--- src/rtl/sc_levelprogresstracker.sv ---
// sc_levelprogresstracker
// Multi-level progress tracker for the RoadFighter game core.
// Road-advance strobes pass through a prescaler into a per-level progress
// counter. Reaching PROG_TARGET completes the level. After NUM_LEVELS levels
// the game is complete.
//
// Optional feature macro: CRASH_PENALTY_EN
//   defined   : a crash in RUN subtracts PENALTY from progress, clamping at 0.
//   undefined : the crash input is ignored and no subtractor is built.
//
// Handshake: there is no valid/ready pair. Every output is a plain register
// that updates on the clock edge after the input cycle that caused it.
// LevelDone is a one-cycle pulse. GameDone is a level that stays high while
// the FSM is in GAME_DONE.
module sc_levelprogresstracker #(
  parameter int PROG_WIDTH     = 5,
  parameter int PROG_TARGET    = 31,
  parameter int NUM_LEVELS     = 4,
  parameter int LEVEL_WIDTH    = 2,
  parameter int PRESCALE       = 1,
  parameter int PRESCALE_WIDTH = 4,
  parameter int PENALTY        = 4
) (
  input  logic                   SC_LEVELPROGRESSTRACKER_CLOCK_50,
  input  logic                   SC_LEVELPROGRESSTRACKER_RESET_InHigh,
  input  logic                   SC_LEVELPROGRESSTRACKER_Start_InLow,
  input  logic                   SC_LEVELPROGRESSTRACKER_CountSignal_InLow,
  input  logic                   SC_LEVELPROGRESSTRACKER_LevelRestart_InLow,
  input  logic                   SC_LEVELPROGRESSTRACKER_Pause_InHigh,
  input  logic                   SC_LEVELPROGRESSTRACKER_Crash_InHigh,
  output logic [PROG_WIDTH-1:0]  SC_LEVELPROGRESSTRACKER_Progress_OutBus,
  output logic [LEVEL_WIDTH-1:0] SC_LEVELPROGRESSTRACKER_Level_OutBus,
  output logic [1:0]             SC_LEVELPROGRESSTRACKER_State_OutBus,
  output logic                   SC_LEVELPROGRESSTRACKER_LevelDone_OutHigh,
  output logic                   SC_LEVELPROGRESSTRACKER_GameDone_OutHigh
);

  typedef enum logic [1:0] {
    IDLE       = 2'd0,
    RUN        = 2'd1,
    LEVEL_WAIT = 2'd2,
    GAME_DONE  = 2'd3
  } state_t;

  // Parameter values cut down to the widths of the registers they meet.
  localparam int PRESC_LAST_I = PRESCALE - 1;
  localparam int LAST_LEVEL_I = NUM_LEVELS - 1;
  localparam logic [PROG_WIDTH-1:0]     TARGET_P   = PROG_TARGET[PROG_WIDTH-1:0];
  localparam logic [PRESCALE_WIDTH-1:0] PRESC_LAST = PRESC_LAST_I[PRESCALE_WIDTH-1:0];
  localparam logic [LEVEL_WIDTH-1:0]    LAST_LEVEL = LAST_LEVEL_I[LEVEL_WIDTH-1:0];

  // Short local names for the ports.
  logic clk, rst;
  logic start_n, count_n, restart_n, pause, crash;
  assign clk       = SC_LEVELPROGRESSTRACKER_CLOCK_50;
  assign rst       = SC_LEVELPROGRESSTRACKER_RESET_InHigh;
  assign start_n   = SC_LEVELPROGRESSTRACKER_Start_InLow;
  assign count_n   = SC_LEVELPROGRESSTRACKER_CountSignal_InLow;
  assign restart_n = SC_LEVELPROGRESSTRACKER_LevelRestart_InLow;
  assign pause     = SC_LEVELPROGRESSTRACKER_Pause_InHigh;
  assign crash     = SC_LEVELPROGRESSTRACKER_Crash_InHigh;

  state_t                    state_q, state_d;
  logic [PROG_WIDTH-1:0]     progress_q, progress_d;
  logic [LEVEL_WIDTH-1:0]    level_q, level_d;
  logic [PRESCALE_WIDTH-1:0] presc_q, presc_d;
  logic                      level_done_q, level_done_d;
  logic                      game_done_q, game_done_d;
  logic                      start_hist_q, start_hist_d;

  // A start event is a high-to-low transition, so a held button acts once.
  logic start_ev;
  logic count_qual;
  logic [PROG_WIDTH-1:0] prog_inc;
  assign start_ev   = start_hist_q & ~start_n;
  assign count_qual = ~count_n & ~pause;
  // Only used in RUN, where progress is always below PROG_TARGET, so the
  // increment can neither exceed the target nor wrap.
  assign prog_inc   = progress_q + 1'b1;

`ifdef CRASH_PENALTY_EN
  // Saturating subtraction of the crash penalty, done at 32 bits so a
  // penalty wider than the progress counter still clamps to zero.
  logic [31:0]           prog_ext;
  logic [PROG_WIDTH-1:0] prog_crash;
  assign prog_ext   = 32'(progress_q);
  assign prog_crash = (prog_ext > 32'(PENALTY)) ?
                      PROG_WIDTH'(prog_ext - 32'(PENALTY)) : '0;
`else
  // Without the penalty feature the crash input and PENALTY are unused.
  localparam int unused_penalty = PENALTY;
  logic unused_crash;
  assign unused_crash = crash;
`endif

  // State and datapath registers, cleared asynchronously.
  always_ff @(posedge clk or posedge rst) begin
    if (rst) begin
      state_q      <= IDLE;
      progress_q   <= '0;
      level_q      <= '0;
      presc_q      <= '0;
      level_done_q <= 1'b0;
      game_done_q  <= 1'b0;
      start_hist_q <= 1'b1;
    end else begin
      state_q      <= state_d;
      progress_q   <= progress_d;
      level_q      <= level_d;
      presc_q      <= presc_d;
      level_done_q <= level_done_d;
      game_done_q  <= game_done_d;
      start_hist_q <= start_hist_d;
    end
  end

  // Next-state and datapath update; priority in RUN: restart, crash, count.
  always_comb begin
    state_d      = state_q;
    progress_d   = progress_q;
    level_d      = level_q;
    presc_d      = presc_q;
    level_done_d = 1'b0;
    start_hist_d = start_n;

    case (state_q)
      IDLE: begin
        progress_d = '0;
        level_d    = '0;
        presc_d    = '0;
        if (start_ev) begin
          state_d = RUN;
        end
      end

      RUN: begin
        if (!restart_n) begin
          progress_d = '0;
          presc_d    = '0;
        end
`ifdef CRASH_PENALTY_EN
        else if (crash) begin
          progress_d = prog_crash;
          presc_d    = '0;
        end
`endif
        else if (count_qual) begin
          if (presc_q == PRESC_LAST) begin
            presc_d = '0;
            if (prog_inc == TARGET_P) begin
              progress_d   = TARGET_P;
              level_done_d = 1'b1;
              state_d      = (level_q == LAST_LEVEL) ? GAME_DONE : LEVEL_WAIT;
            end else begin
              progress_d = prog_inc;
            end
          end else begin
            presc_d = presc_q + 1'b1;
          end
        end
      end

      LEVEL_WAIT: begin
        progress_d = TARGET_P;
        if (!restart_n) begin
          // Replay the level just finished; level index is kept.
          progress_d = '0;
          presc_d    = '0;
          state_d    = RUN;
        end else if (start_ev) begin
          progress_d = '0;
          presc_d    = '0;
          level_d    = level_q + 1'b1;
          state_d    = RUN;
        end
      end

      GAME_DONE: begin
        progress_d = TARGET_P;
        level_d    = LAST_LEVEL;
        if (start_ev) begin
          progress_d = '0;
          level_d    = '0;
          presc_d    = '0;
          state_d    = IDLE;
        end
      end

      default: begin
        state_d = IDLE;
      end
    endcase

    game_done_d = (state_d == GAME_DONE);
  end

  assign SC_LEVELPROGRESSTRACKER_Progress_OutBus   = progress_q;
  assign SC_LEVELPROGRESSTRACKER_Level_OutBus      = level_q;
  assign SC_LEVELPROGRESSTRACKER_State_OutBus      = state_q;
  assign SC_LEVELPROGRESSTRACKER_LevelDone_OutHigh = level_done_q;
  assign SC_LEVELPROGRESSTRACKER_GameDone_OutHigh  = game_done_q;

endmodule

--- config.mk ---
export PLATFORM = sky130hd
export DESIGN_NAME = sc_levelprogresstracker
export DESIGN_NICKNAME = d
export VERILOG_FILES = /design/src/rtl/sc_levelprogresstracker.sv
export SDC_FILE = /design/constraint.sdc
export NUM_CORES = 1
export LEC_CHECK = 0
export CORE_UTILIZATION = 57
export DETAILED_ROUTE_END_ITERATION = 10
export PLACE_DENSITY = 0.83
export SYNTH_ARGS = -nofsm -noshare
export SYNTH_HDL_FRONTEND = slang
export SYNTH_SLANG_ARGS = --single-unit
--- constraint.sdc ---
create_clock -name SC_LEVELPROGRESSTRACKER_CLOCK_50 -period 3.35 [get_ports SC_LEVELPROGRESSTRACKER_CLOCK_50]
set_clock_uncertainty 0.1 [all_clocks]
set_input_delay 0.67 -clock SC_LEVELPROGRESSTRACKER_CLOCK_50 [delete_from_list [all_inputs] [get_ports SC_LEVELPROGRESSTRACKER_CLOCK_50]]
set_output_delay 0.67 -clock SC_LEVELPROGRESSTRACKER_CLOCK_50 [all_outputs]
set_load 0.03 [all_outputs]
# --- Word-level counts from Yosys, hierarchy flattened ---
# Index checks and enable logic that the tools add are counted.
totals:
  ff_bits: 16
  inputBits: 7
  out_inout_bits: 11
  elab_cells: 61
classes:
  n_addsub: 3
  eq_ne: 10
  n_mux: 31
  bitwise_logic: 5
  reduce_logical: 5
op_table:
  columns: ["operator", "n"]
  rows:
  - ["$mux 5", 6]
  - ["$mux 2", 10]
  - ["$mux 4", 5]
  - ["$pmux 5 s4", 1]
  - ["$pmux 4 s4", 1]
  - ["$eq 2x2->1 const B", 4]
  - ["$pmux 2 s4", 1]
  - ["$mux 1", 6]
  - ["$ne 3x3->1 const B", 2]
  - ["$pmux 2 s3", 1]
  - ["$add 5x1->5 const B", 1]
  - ["$eq 5x5->1 const B", 1]
  - ["$add 4x1->4 const B", 1]
  - ["$logic_not 4->1", 1]
  - ["$ne 2x2->1 const B", 2]
  - ["$not 1->1", 3]
  - ["$reduce_and 3->1", 1]
  - ["$reduce_bool 3->1", 1]
  - ["$add 2x1->2 const B", 1]
  - ["$and 1x1->1", 2]
  - ["$eq 2x1->1 const B", 1]
  - ["$logic_not 2->1", 1]
  - ["$reduce_and 2->1", 1]

# --- Logic depth before layout (Yosys ltp) ---
# Gate-level depths: netlist of run 1.
logic_depth:
  ltp_word: 8
  mapped_depth: 8
  ltp_nobuf: 7

# --- Worst setup path after synthesis of run 1 ---
# Ideal clock, no wire load.
synth_path:
  path_type: "register to register"
  startpoint: "register state_q[0] (netlist: SC_LEVELPROGRESSTRACKER_State_OutBus[0])"
  endpoint: "register game_done_q (netlist: SC_LEVELPROGRESSTRACKER_GameDone_OutHigh)"
  setup_time_ns: 0.120
  arrival_ns: 1.980
  required_time_ns: 3.130
  path_slack_ns: 1.150
  stages_incl_launch_ff: 9
  path_buffers: 1
  synth_period_minus_slack_ns: 2.200
  path_cell_list: "dfrtp_1 > inv_1 > ha_1 > buf_4 > a21o_1 > and2_4 > o311ai_0 > a221oi_1 > a31o_1"
synth_via:
  elab_chain_len: 6
  elab_cells_between_ends: 13
  classes_between: "eq/ne (4); mux (8); reduce/logical (1)"
synth_rtl:
  columns: ["element", "line", "rtl"]
  rows:
  - ["start: declaration", "63", "state_t state_q, state_d;"]
  - ["start signal: assignment", "107", "state_q <= state_d;"]
  - ["$mux 2", "150", "if (prog_inc == TARGET_P) begin"]
  - ["$mux 2", "148", "if (presc_q == PRESC_LAST) begin"]
  - ["$mux 2", "147", "else if (count_qual) begin"]
  - ["$mux 2", "137", "if (!restart_n) begin"]
  - ["$pmux 2 s4 *", "126", "case (state_q)"]
  - ["$eq 2x2->1 *", "194", "game_done_d = (state_d == GAME_DONE);"]
  - ["net game_done_d", "68", "logic game_done_q, game_done_d;"]
  - ["end signal: assignment", "112", "game_done_q <= game_done_d;"]
  - ["end: declaration", "68", null]
# The timed path passes the listed nets; every way through them passes the cells marked *.
# A chain may end at the register's enable or synchronous reset.

# --- Worst setup path after layout of run 1 ---
layout_path:
  startpoint: "input SC_LEVELPROGRESSTRACKER_Start_InLow"
  endpoint: "register game_done_q (netlist: SC_LEVELPROGRESSTRACKER_GameDone_OutHigh)"
layout_via:
  elab_chain_len: 6
  elab_cells_between_ends: 7
  classes_between: "eq/ne (1); mux (4); bitwise (2)"
layout_rtl:
  columns: ["element", "line", "rtl"]
  rows:
  - ["start: declaration", "26", "input logic SC_LEVELPROGRESSTRACKER_Start_InLow,"]
  - ["$not 1->1 *", "75", "assign start_ev = start_hist_q & ~start_n;"]
  - ["$and 1x1->1 *", "75", null]
  - ["$mux 2", "131, 170", null]
  - ["$mux 2", "165", "if (!restart_n) begin"]
  - ["$pmux 2 s4 *", "126", null]
  - ["$eq 2x2->1 *", "194", null]
  - ["net game_done_d", "68", null]
# Marked as above.

==> results.json, run 1 <==
{
  "r2r-end": "SC_LEVELPROGRESSTRACKER_GameDone_OutHigh",
  "postSynthCellCount": 134,
  "via_per_inst": 5.943,
  "min_path_type": "reg -> reg",
  "cts_max_path_buffers": 2,
  "power.density_nw_per_um2": 416.8,
  "floorplan.initialDensity": 0.6014,
  "htree_levels": 1,
  "intPower_mw": 0.3409,
  "grt_max_degree": 20,
  "antenna_left": 0,
  "min_delay_path_depth": 2,
  "maxCapViolations": 0,
  "vdd_ir_drop_max_mv": 0.2644,
  "dominantRegCellSynth": "dfrtp_1",
  "status": "completed",
  "synth_seq_cells": 16,
  "dp_hpwl_um": 1838,
  "grt_pass1_vias": 934,
  "r2r_start": "SC_LEVELPROGRESSTRACKER_State_OutBus[0]",
  "worstMarginPinSlew_ns": 0.6697,
  "p_sw_mw": 0.2223,
  "clk_pin_slew_ns": 0.10,
  "netlist_area_um2": 1180,
  "stdcell_count": 174,
  "drv_slew": 0,
  "holdPathEnd": "SC_LEVELPROGRESSTRACKER_Level_OutBus[1]",
  "syn-num-nets": 150,
  "clock_sinks": 16,
  "synth_cell_types": 46,
  "slew_headroom": 0.5535,
  "antenna_found_initial": 0,
  "root_buffer": "clkbuf_4",
  "setup_tns_ns": 0,
  "antenna_cells": 0,
  "synth_warnings": 0,
  "reg2reg_slack_ns": 1.08,
  "crit_required_ns": 3.45,
  "max_stage_delay_ns": 0.51,
  "rows": 16,
  "gp_congestion": 0.8218,
  "min_from": "SC_LEVELPROGRESSTRACKER_Level_OutBus[1]",
  "routed_wirelength_um": 2511,
  "worstSetupEndpointType": "flip-flop",
  "num-nets-final": 164,
  "finalWorstSetupSlack_ns": 0.9786,
  "p_seq_frac": 0.387,
  "port_buffers": 16,
  "ys_seq_area_frac": 0.3404,
  "area_growth_syn_to_layout_pct": 14.53,
  "via_count": 1034,
  "yosys-top-cells-area": "dfrtp_1 32%, ha_1 9.5%, nand2_1 4.5%",
  "die_h_um": 47.50,
  "cts_tree": "done",
  "overflow": 0,
  "p_clk_frac": 0.237,
  "postSynth.asyncResetShare": 1.000,
  "grt_pass1_wl_um": 4022,
  "avgRoutedWirePerCell_um": 14.43,
  "grtUsageTotal": 0.2561,
  "fmax_mhz": 421.7,
  "finalCritPeriodShare": 0.7079,
  "cp_data_arrival_time_ns": 2.47,
  "setup_viol": 0,
  "drt_pass1_iterations": 4,
  "whs_ns": 0.4408,
  "crit_chain": "clkdlybuf4s50_1 > nand2b_1 > nand2_1 > a221oi_2 > or2b_1 > a31o_1",
  "clk_latency_ns": 0.30,
  "start_kind": "input pin",
  "postCtsHoldBufs": 0,
  "synth-edff-count": 0,
  "crit_path_top_delay_cell": "clkdlybuf4s50_1",
  "dieArea_um2": 2256,
  "cp_max_fo": 8,
  "drive_above_1_share": 0.1020,
  "crit_type": "in -> reg",
  "io_pins": 18,
  "netSwitchingFraction": 0.3948,
  "yosys.area.top_type": "dfrtp_1",
  "period_needed_ns": 2.371,
  "drc_errors": 0,
  "cts_resized": 0,
  "cts_buffers": 3,
  "die_w_um": 47.50,
  "dpl.cell_count": 170,
  "first_iter_violations": 37,
  "rsz0062_at_grt": "false",
  "hold_viol_final": 0,
  "leakagePower_nw": 0.5714,
  "power_frac_comb": 0.376,
  "yosysTopAreaCellShare": 0.3181,
  "pre_cts_ws_ns": 0.7211,
  "coreArea_um2": 1962,
  "cts_setup_buffers": 0,
  "reg2regPathDepth": 7,
  "avgSynthCellArea_um2": 8.805
}
## final cells by class
cell class / count / area (um2)
timing repair buffer: 16 / 160.2
multi-input combinational: 105 / 696.9
fill: 176 / 610.6
inverter: 6 / 22.52
clock buffer: 4 / 36.28
tap: 27 / 33.78
sequential: 16 / 401.6
## cells in the mapped netlist (2+ instances only)
library cell and n:
buf_4 2, a31oi_1 3, nand2b_1 2, nand4_1 2
nor2_1 11, a21o_1 2, a21oi_1 7, and2b_2 2
o21a_1 2, o21ai_0 9, nand2_1 14, buf_2 2
dfrtp_1 15, ha_1 9, inv_1 6, buf_6 3
a21boi_1 2, a22oi_1 2, o21ai_1 8, nand3_1 4
o211ai_1 2
## cells in the final DEF (no fill, tap or decap), types with 2 or more instances in the layout
cell type        count
clkdlybuf4s50_1     16
dfrtp_1             15
nand2_1             14
nor2_1              11
o21ai_0              9
ha_1                 9
o21ai_1              8
a21oi_1              7
inv_1                6
nand3_1              4
a31oi_1              3
clkbuf_4             3
and2b_2              2
a22oi_1              2
nand2b_1             2
a21o_1               2
o21a_1               2
nand4_1              2
a21boi_1             2
o211ai_1             2
## logic make-up (layout without fill, tap and decap cells)
kind of cell / Yosys count / count (layout) / share of synthesized area
AND/OR/NAND/NOR: 46 / 46 / 0.2121
adder cells (fa/ha/maj): 9 / 9 / 0.09544
buffers and inverters: 13 / 26 / 0.06892
XOR/XNOR: 2 / 2 / 0.01485
AO/OA/AOI/OAI: 48 / 48 / 0.2683
flip-flops: 16 / 16 / 0.3404
## worst max-delay path by stage
stage,startpoint,end,slack (ns),depth (start not counted)
global route,SC_LEVELPROGRESSTRACKER_Start_InLow,SC_LEVELPROGRESSTRACKER_GameDone_OutHigh,0.95,6
CTS,SC_LEVELPROGRESSTRACKER_Start_InLow,SC_LEVELPROGRESSTRACKER_GameDone_OutHigh,1.04,6
floorplan,SC_LEVELPROGRESSTRACKER_State_OutBus[0],SC_LEVELPROGRESSTRACKER_GameDone_OutHigh,1.15,8
finish,SC_LEVELPROGRESSTRACKER_Start_InLow,SC_LEVELPROGRESSTRACKER_GameDone_OutHigh,0.98,6
detailed placement,SC_LEVELPROGRESSTRACKER_Start_InLow,SC_LEVELPROGRESSTRACKER_GameDone_OutHigh,0.72,6
global placement,SC_LEVELPROGRESSTRACKER_Start_InLow,SC_LEVELPROGRESSTRACKER_GameDone_OutHigh,0.81,6
## registers in the layout (all words and copies together) (netlist names)
register                                   cells
presc_q                                        4
SC_LEVELPROGRESSTRACKER_State_OutBus           2
SC_LEVELPROGRESSTRACKER_Progress_OutBus        5
SC_LEVELPROGRESSTRACKER_LevelDone_OutHigh      1
SC_LEVELPROGRESSTRACKER_Level_OutBus           2
start_hist_q                                   1
SC_LEVELPROGRESSTRACKER_GameDone_OutHigh       1
## routing by layer
metal | vias to the layer above | GRT usage | part of all wire
li1 | 515 | - | -
met5 | - | 0 | 0
met2 | 28 | 0.4247 | 0.48
met3 | 7 | 0.04151 | 0.035
met4 | 0 | 0.1143 | 0.021
met1 | 484 | 0.3271 | 0.46
## power groups by stage
stage | Sequential [mW] | Clock, mW | Combinational [mW]
floorplan | 0.234 | 0 | 0.158
global placement | 0.221 | 0 | 0.198
detailed placement | 0.222 | 0 | 0.206
CTS | 0.218 | 0.134 | 0.207
global route | 0.220 | 0.145 | 0.233
finish | 0.218 | 0.134 | 0.212
## critical path: cells and delay by family
| family | cells | cell delay, ns |
|---|---|---|
| buffers and inverters | 1 | 0.51 |
| AO/OA/AOI/OAI | 2 | 0.59 |
| AND/OR/NAND/NOR | 3 | 0.70 |
## metrics by stage
| stage | power, mW | cell area (um2) | util |
|---|---|---|---|
| floorplan | 0.3918 | 1180 | - |
| global placement | 0.4192 | 1315 | 0.6703 |
| detailed placement | 0.4277 | 1315 | 0.6703 |
| CTS | 0.5589 | 1351 | 0.6888 |
| global route | 0.5972 | 1351 | 0.6888 |
| finish | 0.5632 | 1351 | 0.6888 |
Power figures use the tool's default switching activity.
==> inputs of run 2 (changes only) <==
CORE_UTILIZATION = 48   (was 57)
PLACE_DENSITY = 0.74   (was 0.83)
clock period = 2.15 ns   (was 3.35 ns; I/O delays follow)
==> run 2 against run 1 <==
  * Worst hold slack worse by 0.020 ns
  * Via count is 2.1% higher
  * Sequential share of layout area is 1.3 points lower
  * Utilization is 6.1 points lower
  * Critical endpoint is now SC_LEVELPROGRESSTRACKER_Progress_OutBus[2]
  * Largest power group is now combinational cells
==> results.json, run 2 (synthesis results as in run 1) <==
{
  "path_delay_family": "buffers and inverters",
  "grtUsageTotal": 0.2201,
  "maxCapViolations": 0,
  "dieArea_um2": 2661,
  "r2r-end": "SC_LEVELPROGRESSTRACKER_GameDone_OutHigh",
  "cp_max_fo": 9,
  "total_power_mw": 0.8631,
  "grt_max_degree": 17,
  "largest_reg_flops": 5,
  "cts_max_path_buffers": 2,
  "cts_buffers": 3,
  "area_growth_syn_to_layout_pct": 20.04,
  "path_buf_inv": 1,
  "routed_wirelength_um": 2562,
  "setup_tns_ns": 0,
  "setup_viol": 0,
  "r2r_start": "SC_LEVELPROGRESSTRACKER_Progress_OutBus[0]",
  "coreArea_um2": 2255,
  "antenna_left": 0,
  "fillers": 210,
  "htree_levels": 1,
  "first_iter_violations": 40,
  "cts_tree": "done",
  "floorplan.initialDensity": 0.5233,
  "layout_common_cells": "16 x clkdlybuf4s50_1, 14 x dfrtp_1, 14 x nand2_1",
  "gp_congestion": 0.8562,
  "rsz0062_at_grt": "false",
  "worstMarginPinSlew_ns": 0.6339,
  "drv_slew": 0,
  "start_kind": "flip-flop",
  "crit_path_top_delay_cell": "clkdlybuf4s50_1",
  "slew_headroom": 0.5769,
  "via_count": 1056,
  "intPower_mw": 0.5300,
  "clk_pin_slew_ns": 0.10,
  "avgRoutedWirePerCell_um": 13.92,
  "period_needed_ns": 2.039,
  "clock_sinks": 16,
  "overflow": 0,
  "crit_chain": "clkdlybuf4s50_1",
  "hold_viol_final": 0,
  "p_clk_frac": 0.194,
  "status": "completed",
  "whs_ns": 0.4209,
  "finalWorstSetupSlack_ns": 0.1113,
  "fmax_mhz": 490.5,
  "finalCritPeriodShare": 0.9483,
  "die_w_um": 51.58,
  "netSwitchingFraction": 0.3860,
  "placed_cell_area_um2": 1385,
  "p_sw_mw": 0.3331,
  "final_cell_area_um2": 1416,
  "io_pins": 18,
  "rows": 17,
  "min_path_type": "in -> async",
  "p_seq_frac": 0.393,
  "vdd_ir_drop_max_mv": 0.3678,
  "dp_hpwl_um": 1955,
  "via_per_inst": 5.739,
  "clk_latency_ns": 0.28,
  "root_buffer": "clkbuf_4",
  "leakagePower_nw": 0.6110,
  "drt_pass1_iterations": 4,
  "antenna_cells": 0,
  "final_core_util": 0.6282,
  "reg2reg_slack_ns": 0.12,
  "cp_data_arrival_time_ns": 1.51,
  "antenna_found_initial": 0,
  "crit_required_ns": 1.62,
  "power_frac_comb": 0.414,
  "worstSetupEndpointType": "output port",
  "crit_type": "reg -> out",
  "max_stage_delay_ns": 0.72,
  "num-nets-final": 173,
  "final_common_cell": "clkdlybuf4s50_1",
  "grt_pass1_vias": 999,
  "port_buffers": 16,
  "drive_above_1_share": 0.1603,
  "drc_errors": 0,
  "stdcell_count": 184,
  "postCtsHoldBufs": 0,
  "reg2regPathDepth": 6,
  "dpl.cell_count": 180,
  "grt_pass1_wl_um": 4395,
  "power.density_nw_per_um2": 609.4,
  "pre_cts_ws_ns": -0.05168,
  "die_h_um": 51.58
}
==> run 2: area by class of cell <==
| cell class | instances | area (um2) | share of cell area |
|---|---|---|---|
| multi-input combinational | 105 | 701.9 | 0.4956 |
| timing repair buffer | 25 | 227.7 | 0.1608 |
| tap | 28 | 35.03 | 0.02473 |
| inverter | 6 | 22.52 | 0.01590 |
| sequential | 16 | 402.9 | 0.2845 |
| clock buffer | 4 | 26.28 | 0.01855 |
==> run 2: layer usage <==
metal  wire length (um)  vias to the layer above  track usage
met2               1266                       18       0.3615
met1               1211                      506       0.2954
met4                  9                        0      0.05856
li1                   -                      530            -
met5                  0                        -            0
met3                 75                        2      0.04094
==> run 2: how the worst max path moves through the flow <==
stage	cells past startpoint	startpoint	slack (ns)	to
after floorplan	6	SC_LEVELPROGRESSTRACKER_Progress_OutBus[0]	0.03	SC_LEVELPROGRESSTRACKER_GameDone_OutHigh
after global placement	6	SC_LEVELPROGRESSTRACKER_Start_InLow	-0.001	SC_LEVELPROGRESSTRACKER_GameDone_OutHigh
after detailed placement	6	SC_LEVELPROGRESSTRACKER_Start_InLow	-0.05	SC_LEVELPROGRESSTRACKER_GameDone_OutHigh
after CTS	7	presc_q[0]	0.03	SC_LEVELPROGRESSTRACKER_Progress_OutBus[2]
after global routing	1	SC_LEVELPROGRESSTRACKER_Progress_OutBus[2]	0.03	SC_LEVELPROGRESSTRACKER_Progress_OutBus[2]
final	1	SC_LEVELPROGRESSTRACKER_Progress_OutBus[2]	0.11	SC_LEVELPROGRESSTRACKER_Progress_OutBus[2]
==> run 2: power groups by stage <==
stage | clock network (mW) | registers (mW) | logic [mW]
floorplan | 0 | 0.367 | 0.246
global placement | 0 | 0.344 | 0.346
detailed placement | 0 | 0.344 | 0.353
CTS | 0.174 | 0.338 | 0.354
global route | 0.189 | 0.344 | 0.397
finish | 0.167 | 0.339 | 0.357
==> run 2: what timing repair did <==
action | in CTS | in global routing
setup endpoints to repair | 0 | 4
gates resized for setup | 0 | 2
buffers inserted | 0 | 0
